[config.mk]
export PLATFORM = sky130hd
export DESIGN_NAME = coeff_modadd_stage
export DESIGN_NICKNAME = d
export VERILOG_FILES = /design/src/rtl/coeff_modadd_stage.sv
export SDC_FILE = /design/constraint.sdc
export NUM_CORES = 1
export LEC_CHECK = 0
export ABC_AREA = 1
export CAP_MARGIN = 20
export CORE_UTILIZATION = 53
export DETAILED_ROUTE_END_ITERATION = 8
export PLACE_DENSITY = 0.88
export SLEW_MARGIN = 15
export SYNTH_ARGS = -nofsm -noshare
export SYNTH_HDL_FRONTEND = slang
export SYNTH_SLANG_ARGS = --single-unit
[constraint.sdc]
create_clock -name clk_i -period 3.1 [get_ports clk_i]
set_input_delay 0.465 -clock clk_i [delete_from_list [all_inputs] [get_ports clk_i]]
set_output_delay 0.465 -clock clk_i [all_outputs]
set_load 0.01 [all_outputs]
[src/rtl/coeff_modadd_stage.sv]
// coeff_modadd_stage: pops coefficient beats from a valid/yumi FIFO, adds a per-polynomial scalar mod Q over two stages
// Ports:
//   clk_i, reset_n_i     clock (rising edge), asynchronous active-low reset
//   valid_i, data_i      FIFO beat available, LANES x WIDTH lanes (lane 0 in the low bits)
//   yumi_o               beat consumed this cycle
//   scalar_i             addend, sampled on beat 0 of each polynomial
//   valid_o, ready_i     output handshake
//   data_o, last_o       reduced lanes, final-beat-of-polynomial tag
//   poly_cnt_o           completed polynomials, wraps at 2^16
module coeff_modadd_stage #(
  parameter int WIDTH   = 32,
  parameter int LANES   = 4,
  parameter int N_COEFF = 16,
  parameter int Q       = 12289
) (
  input  logic                     clk_i,
  input  logic                     reset_n_i,
  input  logic                     valid_i,
  input  logic [LANES*WIDTH-1:0]   data_i,
  output logic                     yumi_o,
  input  logic [WIDTH-1:0]         scalar_i,
  output logic                     valid_o,
  input  logic                     ready_i,
  output logic [LANES*WIDTH-1:0]   data_o,
  output logic                     last_o,
  output logic [15:0]              poly_cnt_o
);
  localparam int BEATS = N_COEFF / LANES;
  localparam int BW = BEATS > 1 ? $clog2(BEATS) : 1;
  localparam logic [WIDTH:0] QW = (WIDTH+1)'(Q);
  localparam logic [BW-1:0] LAST_BEAT = BW'(BEATS - 1);
  logic [BW-1:0] beat_cnt;
  logic [WIDTH-1:0] scalar_q, scalar;
  logic s1_valid, s1_last, s2_free, s1_adv, s1_free, beat_last;
  logic [LANES-1:0][WIDTH:0] sum, s1_sum;
  logic [LANES*WIDTH-1:0] red;
  always_comb begin
    s2_free   = !valid_o || ready_i;
    s1_adv    = s1_valid && s2_free;
    s1_free   = !s1_valid || s1_adv;
    yumi_o    = valid_i && s1_free;
    beat_last = beat_cnt == LAST_BEAT;
    // beat 0 uses the live scalar so the latch needs no extra cycle
    scalar    = beat_cnt == '0 ? scalar_i : scalar_q;
  end
  for (genvar k = 0; k < LANES; k++) begin : g_lane
    logic [WIDTH:0] diff;
    assign sum[k] = {1'b0, data_i[k*WIDTH +: WIDTH]} + {1'b0, scalar};
    assign diff = s1_sum[k] - QW;
    // operands are < Q, so one conditional subtract fully reduces the sum
    assign red[k*WIDTH +: WIDTH] = s1_sum[k] >= QW ? diff[WIDTH-1:0] : s1_sum[k][WIDTH-1:0];
  end
  always_ff @(posedge clk_i or negedge reset_n_i) begin
    if (!reset_n_i) begin
      beat_cnt   <= '0;
      scalar_q   <= '0;
      s1_valid   <= 1'b0;
      s1_last    <= 1'b0;
      s1_sum     <= '0;
      valid_o    <= 1'b0;
      data_o     <= '0;
      last_o     <= 1'b0;
      poly_cnt_o <= '0;
    end else begin
      if (yumi_o) begin
        beat_cnt <= beat_last ? '0 : beat_cnt + 1'b1;
        if (beat_cnt == '0) scalar_q <= scalar_i;
        s1_sum  <= sum;
        s1_last <= beat_last;
      end
      if (s1_free) s1_valid <= yumi_o;
      if (s2_free) valid_o <= s1_valid;
      if (s1_adv) begin
        data_o <= red;
        last_o <= s1_last;
      end
      if (valid_o && ready_i && last_o) poly_cnt_o <= poly_cnt_o + 16'd1;
    end
  end
endmodule

== Word-level counts from Yosys, hierarchy flattened ==
Index checks and enable logic that the tools add are counted.
Word-level totals
  output and inout port bits: 147
  memory bits (read-only): 0
  logic and storage cells: 42
  memories: 0
  flip-flop bits (word level): 314
  bits in latches: 0
  bits in writable memories: 0
Operators by class
  equality and inequality tests: 1
  div/mod/pow operators: 0
  $lt $le $gt $ge: 4
  bitwise operators: 0
  reductions and logical operators: 9
  add/subtract/negate cells: 10
  shift operators: 0
  multiplexer cells: 6
  multipliers: 0
Operator list (count)
  $mux W32: 5
  $add A32 B32 Y33: 4
  $ge A33 B14 Y1 const B: 4
  $sub A32 B14 Y32 const B: 4
  $add A16 B1 Y16 const B: 1
  $logic_and A1 B1 Y1: 4
  $add A2 B1 Y2 const B: 1
  $eq A2 B2 Y1 const B: 1
  $logic_not A1 Y1: 2
  $logic_not A2 Y1: 1
  $logic_or A1 B1 Y1: 2
  $mux W2: 1

== Logic depth before layout (Yosys ltp) ==
Gate-level depths: netlist (run 1).
  depth in word-level cells: 5
  mapped depth: 20

== Worst setup path before layout (run 1) ==
OpenSTA, ideal clock, no wires.
  path type: flip-flop to flip-flop
  from: register beat_cnt[0]
  to: register s1_sum[53] in the netlist's numbering
  arrival: 2.781 ns
  required time: 2.970 ns
  setup slack: 0.189 ns
  library setup time: 0.130 ns
  stages on the path, launching flop included: 20
  cell sequence: dfrtp_1 inv_1 ha_1 clkbuf_1 clkbuf_1 nand2_1 o21ai_0 ha_1 inv_1 fa_1 inv_1 nand3_1 nand3_1 nand2_1 nand3_1 nand2_1 nand2_1 nand2_1 nand3_1 o21ai_0
Between the ends
  word-level cells in the longest chain between the ends: 3
Ends and longest elaborated chain
  start: declaration: RTL line 32  | logic [BW-1:0] beat_cnt;
  start signal: assignment: RTL line 66  | beat_cnt <= beat_last ? '0 : beat_cnt + 1'b1;
  $logic_not A2 Y1: RTL line 44  | scalar = beat_cnt == '0 ? scalar_i : scalar_q;
  $mux W32
  named net scalar[0]: RTL line 33  | logic [WIDTH-1:0] scalar_q, scalar;
  $add A32 B32 Y33: RTL line 48  | assign sum[k] = {1'b0, data_i[k*WIDTH +: WIDTH]} + {1'b0, scalar};
  end signal: assignment: RTL line 68  | s1_sum <= sum;
  end: declaration: RTL line 35  | logic [LANES-1:0][WIDTH:0] sum, s1_sum;
The timed path passes the listed nets, and every way through them passes these cells.
A chain may end at the register's enable or synchronous reset.

== Worst setup path in the final report (run 1) ==
  from: register beat_cnt[1]
  to: register s1_sum[126] in the netlist's numbering
Same word-level chain as after synthesis.

==> results.txt, run 1 <==
Worst-path cell chain = inv_1, ha_4, buf_12, buf_12, clkbuf_16, o21ai_0, buf_4, ha_1, nand2_1, nor2_1, nand2_1, nor2_1, nand2_1, nand2_1, nand2_1, nand3_1, nand2_1
Period minus WS final = 2950 ps
Critical Path End Type = flip-flop
Layout cells sized above 1 = 4.57%
Syn_area_per_cell = 6.08 um^2
Std cell rows = 82
Area share of fa/ha/maj cells after synthesis = 7.46%
GP Congestion = 0.991
Clock Path Buffers = 3
Synth Area in XOR/XNOR = 4.53%
RR Startpoint = beat_cnt[1]
Comb pwr share = 65.3%
Die Area = 52000 um^2
Die height = 228 um
Most frequent cells in the layout = nand2_1 (1855), inv_1 (667), nor2_1 (363)
Port Buffers = 310
Mux cell area share after synthesis = 0%
Largest net degree at the start of global routing = 170
Crit Reg-Reg Endpoint = s1_sum[126]
Post-Syn Instances = 4456
Maximum ir drop on the vdd rail = 0.000502 V
HP Class = input pin to async pin
CTS tree = yes
Setup TNS = 0 ps
Yosys warns = 0
Number of global-route vias before repair = 26172
IO Pins = 311
WP data required = 3540 ps
Minimum hold slack = 469 ps
Clk pwr share = 13.1%
Overall routed net length = 88.7 mm
Skew-Pair Late Insertion Delay = 570 ps
Synth area leader = dfrtp_1
Library cells used by synthesis = 40
CP max FO = 23
Post-synthesis compound-gate area fraction = 5.45%
Cell internal pwr = 18.0 mW
Sink Count = 314
Worst path bufs/invs = 5
Slowest cell on crit path = ha_1
Largest family of logic cells by synthesized area = simple AND/OR/NAND/NOR gates
Most common cell after layout, fill and taps aside = nand2_1
CTS Buf Count = 39
Diodes inserted = 0
Critical Path Source Type = flip-flop
Fin crit share = 95.1%
Routed vias = 28970
Max Slew Vio Count = 0
DRC Markers = 0
FF-to-FF path depth = 17
Flops & latches, synth = 314
First-pass GRT wire length = 139 mm
Vias per cell = 5.28
Initial Utilization = 53.9%
F_max = 339 MHz
Max-slew headroom = 41.0%
Slowest stage delay, CP = 400 ps
Power Dens Cells = 1110 nW/um^2
Crit-path leading delay family = simple AND/OR/NAND/NOR gates
Critical Path AT = 3390 ps
Max cap viols = 0
Total gr overflow = 0
Slew @ Worst Pin = 886 ps
Final setup skew = 15.5 ps
Outcome = finished, final reports clean
DIE WIDTH = 228 um
Core area = 50300 um^2
Simple-Gate Fraction of Synth Area = 42.3%
Initial antenna violation count = 0
Largest cells by area after synthesis = dfrtp_1 (29%), nand2_1 (26%), inv_1 (9.3%), ha_1 (7.2%), nand3_1 (6.7%)
WP depth = 17
H-tree Lvls = 2
Net Switching = 18.5 mW
Mapped Nets = 4779
Top cell type's share of synthesized area = 29.0%
GRT Util Overall = 33.4%
Synth Cell Area = 27100 um^2
Fin. Hold Viols = 0
Register area share after synthesis = 29.0%
Seq pwr share = 21.6%
Top cell by count, worst path = nand2_1
Routed Antenna Nets = 0
Clk root buf = clkbuf_16
First-pass DRT Iterations = 6
Worst-path clk slew = 60 ps
Final HPWL DP = 68.8 mm
1st-iter DRT viols = 2963
Flop-to-flop setup slack = 150 ps
CP Class = flip-flop to flip-flop
Switching share of power = 50.8%
Area delta synth->final = 21.1%
Routed len/inst = 16.1 um
Final layout net count = 5114
Final setup fails = 0
Leakage = 18.0 nW
## state kept, by name (all words and copies together), names as in the netlist
signal,cells
scalar_q,32
data_o,128
poly_cnt_o,16
last_o,1
s1_valid,1
beat_cnt,2
s1_sum,132
s1_last,1
valid_o,1
## through the flow
stage               worst slack [ps]  std cells  utilization (%)  cell area [um^2]  power, mW
floorplan                        189       4456                -             27100       22.7
global placement                14.7       5416             62.3             31300       30.6
detailed placement              6.17       5416             62.3             31300       31.0
CTS                             51.4       5485             64.9             32600       36.0
global route                   -11.7       5490             65.2             32800       39.5
finish                           153       5490             65.2             32800       36.5
## synth_stat cells (all sizes together)
| cell | n |
|---|---|
| o211a | 1 |
| nand3b | 24 |
| xor2 | 75 |
| o22ai | 9 |
| a31oi | 3 |
| nand4 | 76 |
| xnor2 | 65 |
| o211ai | 1 |
| buf | 59 |
| a21oi | 96 |
| nor2 | 393 |
| a21o | 4 |
| clkinv | 1 |
| ha | 155 |
| o21a | 1 |
| o21ai | 152 |
| o21bai | 12 |
| nand3 | 367 |
| nor3 | 46 |
| dfrtp | 314 |
| inv | 677 |
| or2 | 4 |
| fa | 4 |
| clkbuf | 39 |
| nand2 | 1871 |
| and2 | 3 |
| nor4 | 4 |
## power by group through the flow
stage / sequential [mW] / clock [mW] / combinational [mW]
3_5_place_dp: 7.89 / 0 / 23.1
3_3_place_gp: 7.85 / 0 / 22.7
4_1_cts: 7.85 / 4.86 / 23.2
5_1_grt: 8.10 / 5.01 / 26.4
2_1_floorplan: 7.71 / 0 / 15.0
6_report: 7.88 / 4.79 / 23.8
## final cells by class
type	instances	area, um^2
clock inverters	15	186
fillers	4635	17500
multi-input cells	3366	16300
repair buffers	392	3960
clock buffers	53	1140
inverters	678	2550
flip-flops and latches	314	7860
well taps	672	841
## logic make-up (layout without fill, tap and decap cells)
| group | count (synthesis) | after routing |
|---|---|---|
| adder cells (fa/ha/maj) | 159 | 159 |
| buffers and inverters | 776 | 1138 |
| XOR/XNOR | 140 | 140 |
| flip-flops | 314 | 314 |
| AND/OR/NAND/NOR | 2788 | 2788 |
| AO/OA/AOI/OAI | 279 | 279 |
## routing by layer
metal	wire length (um)	vias up	global-route usage, %
met1	38800	13157	46.4
met2	39400	1166	53.0
met4	3090	0	12.2
li1	-	14474	-
met5	0	-	0
met3	7350	173	4.69
## how the worst max path moves through the flow
stage	start	end	slack, ps
2_1_floorplan	beat_cnt[0]	s1_sum[53]	190
3_3_place_gp	beat_cnt[0]	s1_sum[30]	10
3_5_place_dp	beat_cnt[0]	s1_sum[30]	6
4_1_cts	beat_cnt[0]	s1_sum[123]	50
5_1_grt	beat_cnt[1]	s1_sum[128]	-10
6_report	beat_cnt[1]	s1_sum[126]	150
## timing repair
action | in CTS | in global routing
gates resized for setup | 1 | 19
setup endpoints to repair | 2 | 87
pin swaps | 0 | 1
hold buffers | 1 | 0
endpoints found under the hold margin | 58 | 0
gates cloned | 0 | 1
buffers inserted | 0 | 4
Note: power is estimated with default switching activity, not from simulation.
==> run 2: changes to the inputs <==
Settings changed: CELL_PAD_IN_SITES_DETAIL_PLACEMENT set to 0, CELL_PAD_IN_SITES_GLOBAL_PLACEMENT set to 1, CORE_UTILIZATION 53 to 36, PLACE_DENSITY 0.88 to 0.87.
Clock period 3.1 ns to 2.5 ns, I/O delays scaled along.
==> run 2 against run 1 <==
Compared with the run above:
- the run now ends with negative setup slack left
- final cell count up 11%
- non-clock buffer count up 285
- clock skew rose by 13 ps
==> results.txt, run 2 (synthesized netlist as in run 1, its figures left out) <==
Non-Filler Instances = 6082 (+11%)
Biggest register = s1_sum
First-pass GRT wire length = 154 mm (+11%)
Largest net degree at the start of global routing = 118 (-31%)
Fin crit share = 107% (+12 points)
Critical Path Source Type = flip-flop
RSZ-0062 raised after global routing = true
Worst path bufs/invs = 6 (+1)
Number of global-route vias before repair = 27483 (+5.0%)
Worst-path clk slew = 60 ps (about the same)
CTS tree = yes
Max Slew Vio Count = 0 (unchanged)
PnR worst setup slack = -180 ps (-332 ps)
Slowest cell on crit path = dfrtp_1
Critical Path AT = 3140 ps (-250 ps)
F_max = 373 MHz (+10%)
DIE WIDTH = 276 um (+21%)
1st-iter DRT viols = 1953 (-34%)
Sink Count = 314 (unchanged)
CP Class = flip-flop to flip-flop
Final setup fails = 89 (+89)
Slowest stage delay, CP = 400 ps (about the same)
DRC Markers = 0 (unchanged)
Routed len/inst = 16.6 um (+2.9%)
Die Area = 76300 um^2 (+47%)
Clk root buf = clkbuf_16
Leakage = 19.9 nW (+10%)
Outcome = finished, violations left
Fill cells = 7425 (+60%)
Initial Utilization = 36.4% (-17 points)
Minimum hold slack = 383 ps (-85.6 ps)
Setup TNS = -6690 ps (-6690 ps)
IO Pins = 311 (unchanged)
CP max FO = 6 (-74%)
CTS Buf Count = 41 (+5.1%)
Vias per cell = 4.86 (-8.0%)
GRT Util Overall = 25.8% (-7.7 points)
Max cap viols = 0 (unchanged)
Area delta synth->final = 41.7%
Critical Path End Type = flip-flop
Core area = 74400 um^2 (+48%)
Port Buffers = 310 (unchanged)
Max-slew headroom = 58.2% (+17 points)
Top cell by count, worst path = nand2_2
Biggest regs = s1_sum (132), data_o (128), scalar_q (32)
H-tree Lvls = 2 (unchanged)
Slew @ Worst Pin = 626 ps (-259 ps)
Routed vias = 29532 (+1.9%)
GP Congestion = 0.955 (-3.6%)
Failing checks = negative setup slack
Initial antenna violation count = 4 (+4)
Largest register FFs = 132 (unchanged)
First-pass DRT Iterations = 7 (+1)
Final layout net count = 5401 (+5.6%)
Final HPWL DP = 79.2 mm (+15%)
Clock Path Buffers = 3 (unchanged)
Power Dens Cells = 1440 nW/um^2 (+29%)
Skew-Pair Late Insertion Delay = 580 ps (about the same)
Std cell rows = 100 (+22%)
Routed Antenna Nets = 0 (unchanged)
Cells after DPL = 5974 (+10%)
Maximum ir drop on the vdd rail = 0.000701 V (+40%)
Most frequent cells in the layout = nand2_1 (1706), inv_1 (652), nand3_1 (318)
Die height = 276 um (+21%)
Total gr overflow = 0 (unchanged)
Crit-path leading delay family = adder cells
Layout cells sized above 1 = 19.0% (+14 points)
Period minus WS final = 2680 ps (-268 ps)
Most common cell after layout, fill and taps aside = nand2_1
Multi-input logic area = 18900 um^2 (+16%)
Layout Utilization = 51.5% (-14 points)
Final setup skew = 28.6 ps (+13.1 ps)
FF/Latch Area = 7860 um^2 (unchanged)
WP data required = 2960 ps (-580 ps)
Fin. Hold Viols = 0 (unchanged)
Overall routed net length = 101 mm (+14%)
HP Class = input pin to async pin
Worst-path cell chain = inv_2, ha_4, buf_8, nand2_4, o21ai_4, buf_12, buf_12, ha_4, inv_2, fa_2, inv_2, nand3_2, nand3_4, nand2_2, nand2_2, nand2_2, nand2_2, a21oi_2, o21ai_1, nand2_1
[run 2: changes by cell type in the layout (fill, tap and decap cells not counted), moves of 20 or more]
cell	change
buf_4	+249
nand2_1	-149
nand2_2	+136
ha_1	-102
ha_4	+102
nor2_1	-53
a21oi_1	-47
a21oi_2	+47
nor2_2	+44
nand3_1	-43
nand3_2	+37
o21ai_0	-20
[run 2: area by class of cell]
type                            count  share of cell area, %
Clock inverter                     17                  0.489
Clock buffer                       57                   3.13
Tap cell                          969                   3.16
Antenna cell                        4                 0.0261
Sequential cell                   314                   20.5
Inverter                          678                   6.65
Multi-Input combinational cell   3366                   49.3
Timing Repair Buffer              677                   16.8
[run 2: timing repair]
item | CTS | global route
hold buffers | 1 | 0
resized for setup | 273 | 253
setup endpoints to repair | 109 | 113
hold endpoints to repair | 48 | 0
pin swaps | 23 | 47
setup buffers | 11 | 14
cloned | 1 | 4
[run 2: per-stage QoR]
stage               cell area, um^2  worst slack, ps  power, mW
global route                  38400             -339       59.7
finish                        38400             -180       55.1
global placement              34000             -361       42.9
floorplan                     27200            -40.4       28.4
CTS                           37100             -121       52.7
detailed placement            34000             -344       43.2
[run 2: final timing paths]
check,cells after the start,start,slack (ps),end
worst min-delay path,2,reset_n_i,380,data_o[86]
worst max-delay path,20,beat_cnt[1],-180,s1_sum[82]
min in group clk_i,2,data_o[113],470,data_o[113]
max in group asynchronous,3,reset_n_i,1320,data_o[105]
worst min register to register,2,data_o[113],470,data_o[113]
worst max register to register,20,beat_cnt[1],-180,s1_sum[82]
[run 2: per-layer routing]
metal	wire length [um]	share of wire, %	vias to the layer above	GRT usage (%)
met5	0	0	-	0
met4	2080	2.1	0	5.82
met3	6690	6.6	109	4.64
met2	45200	45	766	41.2
met1	47100	47	13583	36.0
li1	-	-	15074	-
[run 2: worst register-to-register path, delay by kind of cell (launching register included)]
| kind | cells | cell delay, ps |
|---|---|---|
| buffers and inverters | 6 | 670 |
| AOI/OAI and AO/OA | 3 | 210 |
| and+or+nand+nor | 8 | 590 |
| DFF | 1 | 400 |
| adders and majority gates | 3 | 710 |
[run 2: power by group]
group,internal [mW],total (mW),switching (mW)
clock,3.67,6.17,2.50
combinational,17.4,39.2,21.8
sequential,7.50,9.78,2.27
